<file path="config.mk">
export PLATFORM = sky130hd
export DESIGN_NAME = gb_xact_engine
export DESIGN_NICKNAME = d
export VERILOG_FILES = /design/src/rtl/gb_xact_pkg.sv /design/src/rtl/gb_sat_counter.sv /design/src/rtl/gb_xact_engine.sv
export SDC_FILE = /design/constraint.sdc
export NUM_CORES = 1
export LEC_CHECK = 0
export BUFFER_PORTS_ARGS = -buffer_cell sky130_fd_sc_hd__buf_4
export CORE_MARGIN = 2
export CORE_UTILIZATION = 55
export CTS_CLUSTER_DIAMETER = 120
export DETAILED_ROUTE_END_ITERATION = 12
export MAX_ROUTING_LAYER = met4
export PLACE_DENSITY = 0.82
export SLEW_MARGIN = 15
export SYNTH_ARGS = -nofsm -noshare
export SYNTH_HDL_FRONTEND = slang
export SYNTH_SLANG_ARGS = --single-unit
export TNS_END_PERCENT = 100
</file>
<file path="constraint.sdc">
create_clock -name gb_clk -period 12.3 [get_ports gb_clk]
set_clock_uncertainty 0.1 [all_clocks]
set_input_delay 1.23 -clock gb_clk [delete_from_list [all_inputs] [get_ports gb_clk]]
set_output_delay 1.23 -clock gb_clk [all_outputs]
set_load 0.005 [all_outputs]
</file>
<file path="src/rtl/gb_xact_pkg.sv">
// Shared types and constants for the ghostbus transaction engine.
package gb_xact_pkg;

  typedef enum logic [2:0] {IDLE, WR, RD, WAIT, RSP} state_t;

  // Legal read-delay range; the delay counter is sized for the maximum.
  localparam int unsigned RD_DLY_MIN = 1;
  localparam int unsigned RD_DLY_MAX = 15;
  localparam int unsigned RD_DLY_W   = $clog2(RD_DLY_MAX + 1);

  function automatic bit rd_dly_ok(input int unsigned d);
    return (d >= RD_DLY_MIN) && (d <= RD_DLY_MAX);
  endfunction

endpackage

</file>
<file path="src/rtl/gb_sat_counter.sv">
// Event counter with synchronous clear and optional saturation.
module gb_sat_counter #(
  parameter int W   = 16,
  parameter bit SAT = 1'b1
) (
  input  logic         clk,
  input  logic         rst_n,
  input  logic         clr,
  input  logic         inc,
  output logic [W-1:0] cnt
);

  // clear has priority over increment; saturating flavour sticks at all-ones
  always_ff @(posedge clk or negedge rst_n) begin
    if (!rst_n)                        cnt <= '0;
    else if (clr)                      cnt <= '0;
    else if (inc && !(SAT && (&cnt)))  cnt <= cnt + W'(1);
  end

endmodule

</file>
<file path="src/rtl/gb_xact_engine.sv">
// Ghostbus transaction master: write/read bursts, fixed read latency,
// optional masked compare of read data, error and beat counters.
module gb_xact_engine
  import gb_xact_pkg::*;
#(
  parameter int ADW        = 24,
  parameter int DW         = 32,
  parameter int READ_DELAY = 3,
  parameter int BW         = 8,
  parameter int CW         = 16
) (
  input  logic           gb_clk,
  input  logic           gb_rst_n,
  input  logic           cmd_valid,
  output logic           cmd_ready,
  input  logic           cmd_write,
  input  logic [ADW-1:0] cmd_addr,
  input  logic [DW-1:0]  cmd_wdata,
  input  logic [DW-1:0]  cmd_expect,
  input  logic [DW-1:0]  cmd_mask,
  input  logic           cmd_check,
  input  logic [BW-1:0]  cmd_len,
  output logic           rsp_valid,
  input  logic           rsp_ready,
  output logic [DW-1:0]  rsp_rdata,
  output logic [ADW-1:0] rsp_addr,
  output logic           rsp_err,
  output logic [ADW-1:0] gb_addr,
  output logic [DW-1:0]  gb_wdata,
  output logic           gb_wen,
  output logic           gb_rstb,
  input  logic [DW-1:0]  gb_rdata,
  input  logic           clr,
  output logic           busy,
  output logic           fail,
  output logic [CW-1:0]  err_count,
  output logic [CW-1:0]  xact_count
);

  if (!rd_dly_ok(READ_DELAY)) begin : g_bad_delay
    $error("gb_xact_engine: READ_DELAY out of range 1..15");
  end

  state_t state, nxt;

  logic [ADW-1:0]      addr_q;
  logic [DW-1:0]       wdata_q, expect_q, mask_q;
  logic                check_q;
  logic [BW-1:0]       len_q, k_q, k_nxt;
  logic [RD_DLY_W-1:0] dly_q;
  logic                load, k_inc, last, hs_rsp, cap;
  logic [ADW-1:0]      a_base;
  logic [DW-1:0]       d_base;

  assign last      = (k_q == len_q);
  assign hs_rsp    = (state == RSP) && rsp_ready;
  assign cap       = (state == WAIT) && (dly_q == RD_DLY_W'(1));
  assign cmd_ready = (state == IDLE);
  assign busy      = (state != IDLE);
  assign rsp_valid = (state == RSP);

  // beat index and base values the bus registers will use next cycle
  assign k_nxt  = load ? '0 : (k_inc ? k_q + BW'(1) : k_q);
  assign a_base = load ? cmd_addr  : addr_q;
  assign d_base = load ? cmd_wdata : wdata_q;

  // state register
  always_ff @(posedge gb_clk or negedge gb_rst_n) begin
    if (!gb_rst_n) state <= IDLE;
    else           state <= nxt;
  end

  // next-state and beat sequencing
  always_comb begin
    nxt   = state;
    load  = 1'b0;
    k_inc = 1'b0;
    unique case (state)
      IDLE: if (cmd_valid) begin
        load = 1'b1;
        nxt  = cmd_write ? WR : RD;
      end
      WR:   if (last) nxt = IDLE; else k_inc = 1'b1;
      RD:   nxt = WAIT;
      WAIT: if (cap) nxt = RSP;
      RSP:  if (rsp_ready) begin
        if (last) nxt = IDLE;
        else begin
          k_inc = 1'b1;
          nxt   = RD;
        end
      end
      default: nxt = IDLE;
    endcase
  end

  // command latch and beat index
  always_ff @(posedge gb_clk or negedge gb_rst_n) begin
    if (!gb_rst_n) begin
      addr_q <= '0; wdata_q <= '0; expect_q <= '0; mask_q <= '0;
      check_q <= 1'b0; len_q <= '0; k_q <= '0;
    end else begin
      k_q <= k_nxt;
      if (load) begin
        addr_q   <= cmd_addr;
        wdata_q  <= cmd_wdata;
        expect_q <= cmd_expect;
        mask_q   <= cmd_mask;
        check_q  <= cmd_check;
        len_q    <= cmd_len;
      end
    end
  end

  // registered bus drive; strobes follow the state they belong to
  always_ff @(posedge gb_clk or negedge gb_rst_n) begin
    if (!gb_rst_n) begin
      gb_addr <= '0; gb_wdata <= '0; gb_wen <= 1'b0; gb_rstb <= 1'b0;
    end else begin
      gb_wen  <= (nxt == WR);
      gb_rstb <= (nxt == RD);
      if (nxt == WR || nxt == RD) gb_addr  <= a_base + ADW'(k_nxt);
      if (nxt == WR)              gb_wdata <= d_base + DW'(k_nxt);
    end
  end

  // read latency counter: loaded on the strobe, counts down through WAIT
  always_ff @(posedge gb_clk or negedge gb_rst_n) begin
    if (!gb_rst_n)            dly_q <= '0;
    else if (state == RD)     dly_q <= RD_DLY_W'(READ_DELAY);
    else if (state == WAIT)   dly_q <= dly_q - RD_DLY_W'(1);
  end

  // response capture and compare; gb_addr still holds this beat's address
  always_ff @(posedge gb_clk or negedge gb_rst_n) begin
    if (!gb_rst_n) begin
      rsp_rdata <= '0; rsp_addr <= '0; rsp_err <= 1'b0;
    end else if (cap) begin
      rsp_rdata <= gb_rdata;
      rsp_addr  <= gb_addr;
      rsp_err   <= check_q & (|((gb_rdata ^ (expect_q + DW'(k_q))) & mask_q));
    end
  end

  // sticky failure flag, clear wins
  always_ff @(posedge gb_clk or negedge gb_rst_n) begin
    if (!gb_rst_n)               fail <= 1'b0;
    else if (clr)                fail <= 1'b0;
    else if (hs_rsp && rsp_err)  fail <= 1'b1;
  end

  gb_sat_counter #(.W(CW), .SAT(1'b1)) u_err_cnt (
    .clk(gb_clk), .rst_n(gb_rst_n), .clr(clr),
    .inc(hs_rsp & rsp_err), .cnt(err_count)
  );

  gb_sat_counter #(.W(CW), .SAT(1'b0)) u_xact_cnt (
    .clk(gb_clk), .rst_n(gb_rst_n), .clr(clr),
    .inc((state == WR) | hs_rsp), .cnt(xact_count)
  );

endmodule

</file>
### Yosys cells after proc, flatten, opt, wreduce, memory -nomap -nowiden

Cells that the tools add are included.

* input bits: 167
* memories kept: 0
* memory bits (read-only): 0
* bits in registers: 292
* bits in writable memories: 0
* bits in latches: 0

* $add $sub $neg: 7
* muxes and demuxes: 24
* bitwise logic cells: 5
* divide/modulo/power cells: 0
* $lt $le $gt $ge: 0
* equal/unequal tests: 8
* $mul: 0
* shift operators: 0
* reductions and logical operators: 14

Operator list (number)
* adder 32 x 8 -> 32 bit: 2
* 2-to-1 mux 16 bit: 4
* adder 16 x 1 -> 16 bit, second input constant: 2
* bitwise AND 32 bit: 1
* 2-to-1 mux 32 bit: 1
* OR reduction 32 bit: 1
* XOR 32 bit: 1
* adder 24 x 8 -> 24 bit: 1
* 2-to-1 mux 24 bit: 1
* 2-to-1 mux 8 bit: 2
* AND reduction 16 bit: 1
* one-hot mux 3 bit (5 select lines): 1
* 2-to-1 mux 3 bit: 4
* == test 3 x 2 -> 1 bit, second input constant: 3
* adder 8 x 1 -> 8 bit, second input constant: 1
* == test 8 bit: 1
* 2-to-1 mux 4 bit: 2
* nonzero test 2 bit: 4
* == test 3 x 1 -> 1 bit, second input constant: 2
* 2-to-1 mux 1 bit: 6
* == test 4 x 1 -> 1 bit, second input constant: 1
* logical AND 1 bit: 4
* 2-to-1 mux 2 bit: 2
* subtractor 4 x 1 -> 4 bit, second input constant: 1
* other kinds (8): 9

### Logic depth before layout (Yosys ltp)

* depth after elaboration: 7
* depth in mapped cells: 23

### By module

A second synthesis with hierarchy kept.

* cell total of the unflattened synthesis: 1544
* area total of the unflattened synthesis: 14973.1 um^2

By module, submodules not included
* gb_xact_engine: times used 1, cells an instance 1367, area each 13181.4 um^2
* gb_sat_counter at u_err_cnt: times used 1, cells an instance 95, area each 919.6 um^2
* gb_sat_counter at u_xact_cnt: times used 1, cells an instance 82, area each 872.1 um^2

### Least setup slack after synthesis

No wires, ideal clock.

* path type: input port to flip-flop
* start: in cmd_valid
* end: reg gb_addr[21]
* setup time: 137 ps
* arrival: 5772 ps
* required time: 12063 ps
* cell stages on the path: 21
* slack: 6291 ps
* path through: nor4b_4 > buf_6 > buf_6 > clkbuf_1 > buf_1 > clkbuf_1 > clkbuf_1 > buf_1 > nand2_1 > nand2_1 > ha_1 > a21o_1 > a21oi_1 > o221ai_1 > o31ai_1 > maj3_1 > o31ai_4 > a21oi_1 > nor4_1 > xnor2_1 > a21oi_1

* word-level cells in the longest chain between the ends: 4

Ends and longest elaborated chain
* from (decl): line gb_xact_engine.sv:14 `input logic cmd_valid,`
* 2-to-1 mux 1 bit: line gb_xact_engine.sv:79 `IDLE: if (cmd_valid) begin`
* 2-to-1 mux 1 bit: line gb_xact_engine.sv:78 `unique case (state)`
* 2-to-1 mux 24 bit
* via a_base[1]: line gb_xact_engine.sv:52 `logic [ADW-1:0] a_base;`
* adder 24 x 8 -> 24 bit: line gb_xact_engine.sv:122 `if (nxt == WR || nxt == RD) gb_addr <= a_base + ADW'(k_nxt);`
* to (signal assigned): line gb_xact_engine.sv:122
* to (decl): line gb_xact_engine.sv:28 `output logic [ADW-1:0] gb_addr,`

The timed path passes the listed nets, and every way through them passes these cells.
A chain may end at the register's enable or synchronous reset.

### Worst setup path in the final report

* start: in rsp_ready
* end: reg gb_addr[22]

* word-level cells in the longest chain between the ends: 5

Ends and longest elaborated chain
* from (decl): line gb_xact_engine.sv:24 `input logic rsp_ready,`
* 2-to-1 mux 1 bit: line gb_xact_engine.sv:86 `RSP: if (rsp_ready) begin`
* one-hot mux 1 bit (2 select lines): line gb_xact_engine.sv:78
* 2-to-1 mux 8 bit (2 in series): line gb_xact_engine.sv:63 `assign k_nxt = load ? '0 : (k_inc ? k_q + BW'(1) : k_q);`
* via k_nxt[0]: line gb_xact_engine.sv:49 `logic [BW-1:0] len_q, k_q, k_nxt;`
* adder 24 x 8 -> 24 bit: line gb_xact_engine.sv:122

The timed path passes the listed nets, and every way through them passes these cells.

==> results_dict.tcl <==
set metrics [dict create \
    synth-compound-area-share 0.0837 \
    slowest_delay_ps 1000 \
    status "finished clean" \
    grt_usage 0.284 \
    muxShareOfSynthArea 0.0707 \
    maxCapViolCount 0 \
    drc 0 \
    top_layer "met4" \
    avgSynthCellArea_um2 9.61 \
    post_cts.repair.setup_buffers 0 \
    period_share 0.449 \
    wl_met3_mm 2.39 \
    synth_seq_cells 292 \
    dp_hpwl_mm 27.3 \
    reg2reg_from "state[0]" \
    grt_max_degree 87 \
    crit_family "compound AO/OA/AOI/OAI gates" \
    viasPerCell 5.58 \
    tightestPinTransition_ps 1150 \
    startpoint "rsp_ready" \
    critPathCaptureType "register" \
    ant_nets 0 \
    synth_edf_count 0 \
    netlist_instances 1510 \
    crit_chain "buf_4 > nor4bb_1 > a21o_1 > o21a_1 > xnor2_1 > nor2_1 > ha_1 > fa_1 > a21o_1 > nor2_1 > nand4b_1 > o31ai_1 > nor2_1 > o211ai_1 > a41oi_1 > mux2i_1 > nor2_1" \
    cts_tree "yes" \
    final_cell_mix "nand2_1, buf_4, dfrtp_1" \
    synth_ff_type "dfrtp_1" \
    nNetsFinal 1995 \
    worstPathMaxFanout 13 \
    dieArea_um2 27700 \
    tns_ps 0 \
    final-setup-viol-count 0 \
    syn_area_um2 14500 \
    cellPowerDensity_nw_per_um2 241 \
    drive_gt1_frac 0.246 \
    ctsResizeCount 0 \
    synth-simple-area-share 0.202 \
    ctsHoldBuffers 0 \
    hold_start "mask_q[24]" \
    first_iter_violations 1147 \
    grt_pass1_wl_mm 62.7 \
    area_growth_pct 24.4 \
    h-tree-depth 1 \
    path_clk_slew_ps 60 \
    dr.pass1.iters 5 \
    start_util 0.558 \
    grt_pass1_vias 12000 \
    wl_mm 38.3 \
    cp-start-kind "input pin" \
    max_freq_mhz 181 \
    cp_num_buf_inv 1 \
    coreArea_um2 26000 \
    gp_congestion 0.890 \
    peakVddDrop_mv 0.165 \
    critPathMostFrequentCell "nor2_1" \
    syn-num-nets 1703 \
    fillers 1999 \
    antenna_found_initial 1 \
    arrival_ps 5850 \
    ioPinCount 318 \
    hold_viol 0 \
    wire_per_inst_um 17.8 \
    clkLatencyLatePin_ps 560 \
    worstSetupPathType "input pin to register" \
    rsz0062_at_grt "false" \
    vias 12000 \
    async_flop_share 1.00 \
    yosys_warnings 0 \
    hold_path_class "register to register" \
    multi_input_area_um2 6750 \
    fin_crit_ps 5530 \
    gr-total-overflow 0 \
    synth-xor-area-share 0.0836 \
    clock_sinks 292 \
    slowest_stage "a41oi_1" \
    wl_met2_mm 18.7 \
    cts_buffer_depth 3 \
    die_w_um 166 \
    ys_types 75 \
    clockRootBuffer "clkbuf_16" \
    yosysSeqAreaShare 0.504 \
    synth_top_family_by_area "simple AND/OR/NAND/NOR gates" \
    std_cell_rows 59 \
    portBuffers 317 \
    place_ws_ps 6200 \
    crit_required_ps 12630 \
    power.leakage_uw 0.00881 \
    max_slew_margin 0.220 \
    slew_viol_final 0 \
    cts_buffers 31 \
    holdWs_ps 377 \
    synth_fa_ha_area_frac 0.0247 \
    die_y_um 166 \
    mostFrequentLayoutCell "nand2_1" \
    seqCellArea_um2 7310 \
    drt-met1-wl_mm 16.1 \
    setup_ws_ps 6770 \
]
## per-layer routing
metal | GRT usage | up-vias
met5 | - | -
met4 | 0.0765 | 0
met3 | 0.0437 | 69
met2 | 0.460 | 457
met1 | 0.378 | 5845
li1 | - | 5667
## tightest hold or removal path: cells and delay by family, from the launching register on
family	cells	cell delay, ps
flip-flops	1	340
AND/OR/NAND/NOR	2	110
## report_power, final
group	total [uW]	internal, uW	leakage (uW)	switching, uW
Clock	886	506	0.000475	380
Combinational	1810	836	0.00469	970
Sequential	1660	1370	0.00364	281
Total	4350	2720	0.00881	1630
## Yosys cell counts (7+ instances only)
cell,count,share of area
a21o_1,7,0.0036
a21oi_1,28,0.0097
a31oi_1,8,0.0034
and3_1,25,0.011
buf_1,11,0.0028
clkbuf_1,47,0.012
dfrtp_1,292,0.50
ha_1,23,0.020
inv_1,49,0.013
mux2_2,60,0.047
mux2i_1,35,0.024
nand2_1,411,0.11
nand2b_1,7,0.0030
nand3_1,50,0.017
nand4_1,29,0.013
nor2_1,83,0.021
nor3_1,18,0.0062
nor4_1,7,0.0030
o211ai_1,8,0.0041
o21a_1,8,0.0041
o21ai_0,57,0.020
o31ai_1,10,0.0052
or3_1,7,0.0030
xnor2_1,87,0.053
xor2_1,49,0.030
## sequential cells by signal, summed over array words and instances (netlist names), 3 cells and up
signal,flops
addr_q,24
dly_q,4
expect_q,32
gb_addr,24
gb_wdata,32
k_q,8
len_q,8
mask_q,32
rsp_addr,24
rsp_rdata,32
state,3
u_err_cnt.cnt,16
u_xact_cnt.cnt,16
wdata_q,32
## kinds of logic after synthesis
group | after synthesis
fa+ha+maj | 27
mux | 95
xor+xnor | 137
buf+inv | 114
simple gates | 667
compound gates | 178
flops | 292
## path summary, 6_finish.rpt
kind | to | slack, ps | cells after the start
worst max register to register | gb_addr[22] | 6940 | 16
max in group asynchronous | addr_q[20] | 9210 | 3
worst max-delay path | gb_addr[22] | 6770 | 17
worst min register to register | mask_q[24] | 380 | 2
worst min-delay path | mask_q[24] | 380 | 2
min in group asynchronous | u_err_cnt.cnt[5] | 570 | 1
## per-stage QoR
step / instances / area [um2] / total power (uW) / util
CTS: 2157 / 18000 / 4370 / 0.694
finish: 2158 / 18000 / 4350 / 0.694
detailed placement: 2104 / 17100 / 3470 / 0.658
global placement: 2104 / 17100 / 3400 / 0.658
floorplan: 1510 / 14500 / 2770 / -
global route: 2158 / 18000 / 4660 / 0.694
## final cells by class
class | count | area share
antenna | 1 | 0.000139
clock buffer | 46 | 0.0505
clock inverter | 7 | 0.00194
inverter | 49 | 0.0102
multi-input combinational | 1104 | 0.374
sequential | 292 | 0.405
tap | 335 | 0.0232
timing repair buffer | 324 | 0.135
Power figures use the tool's default switching activity.
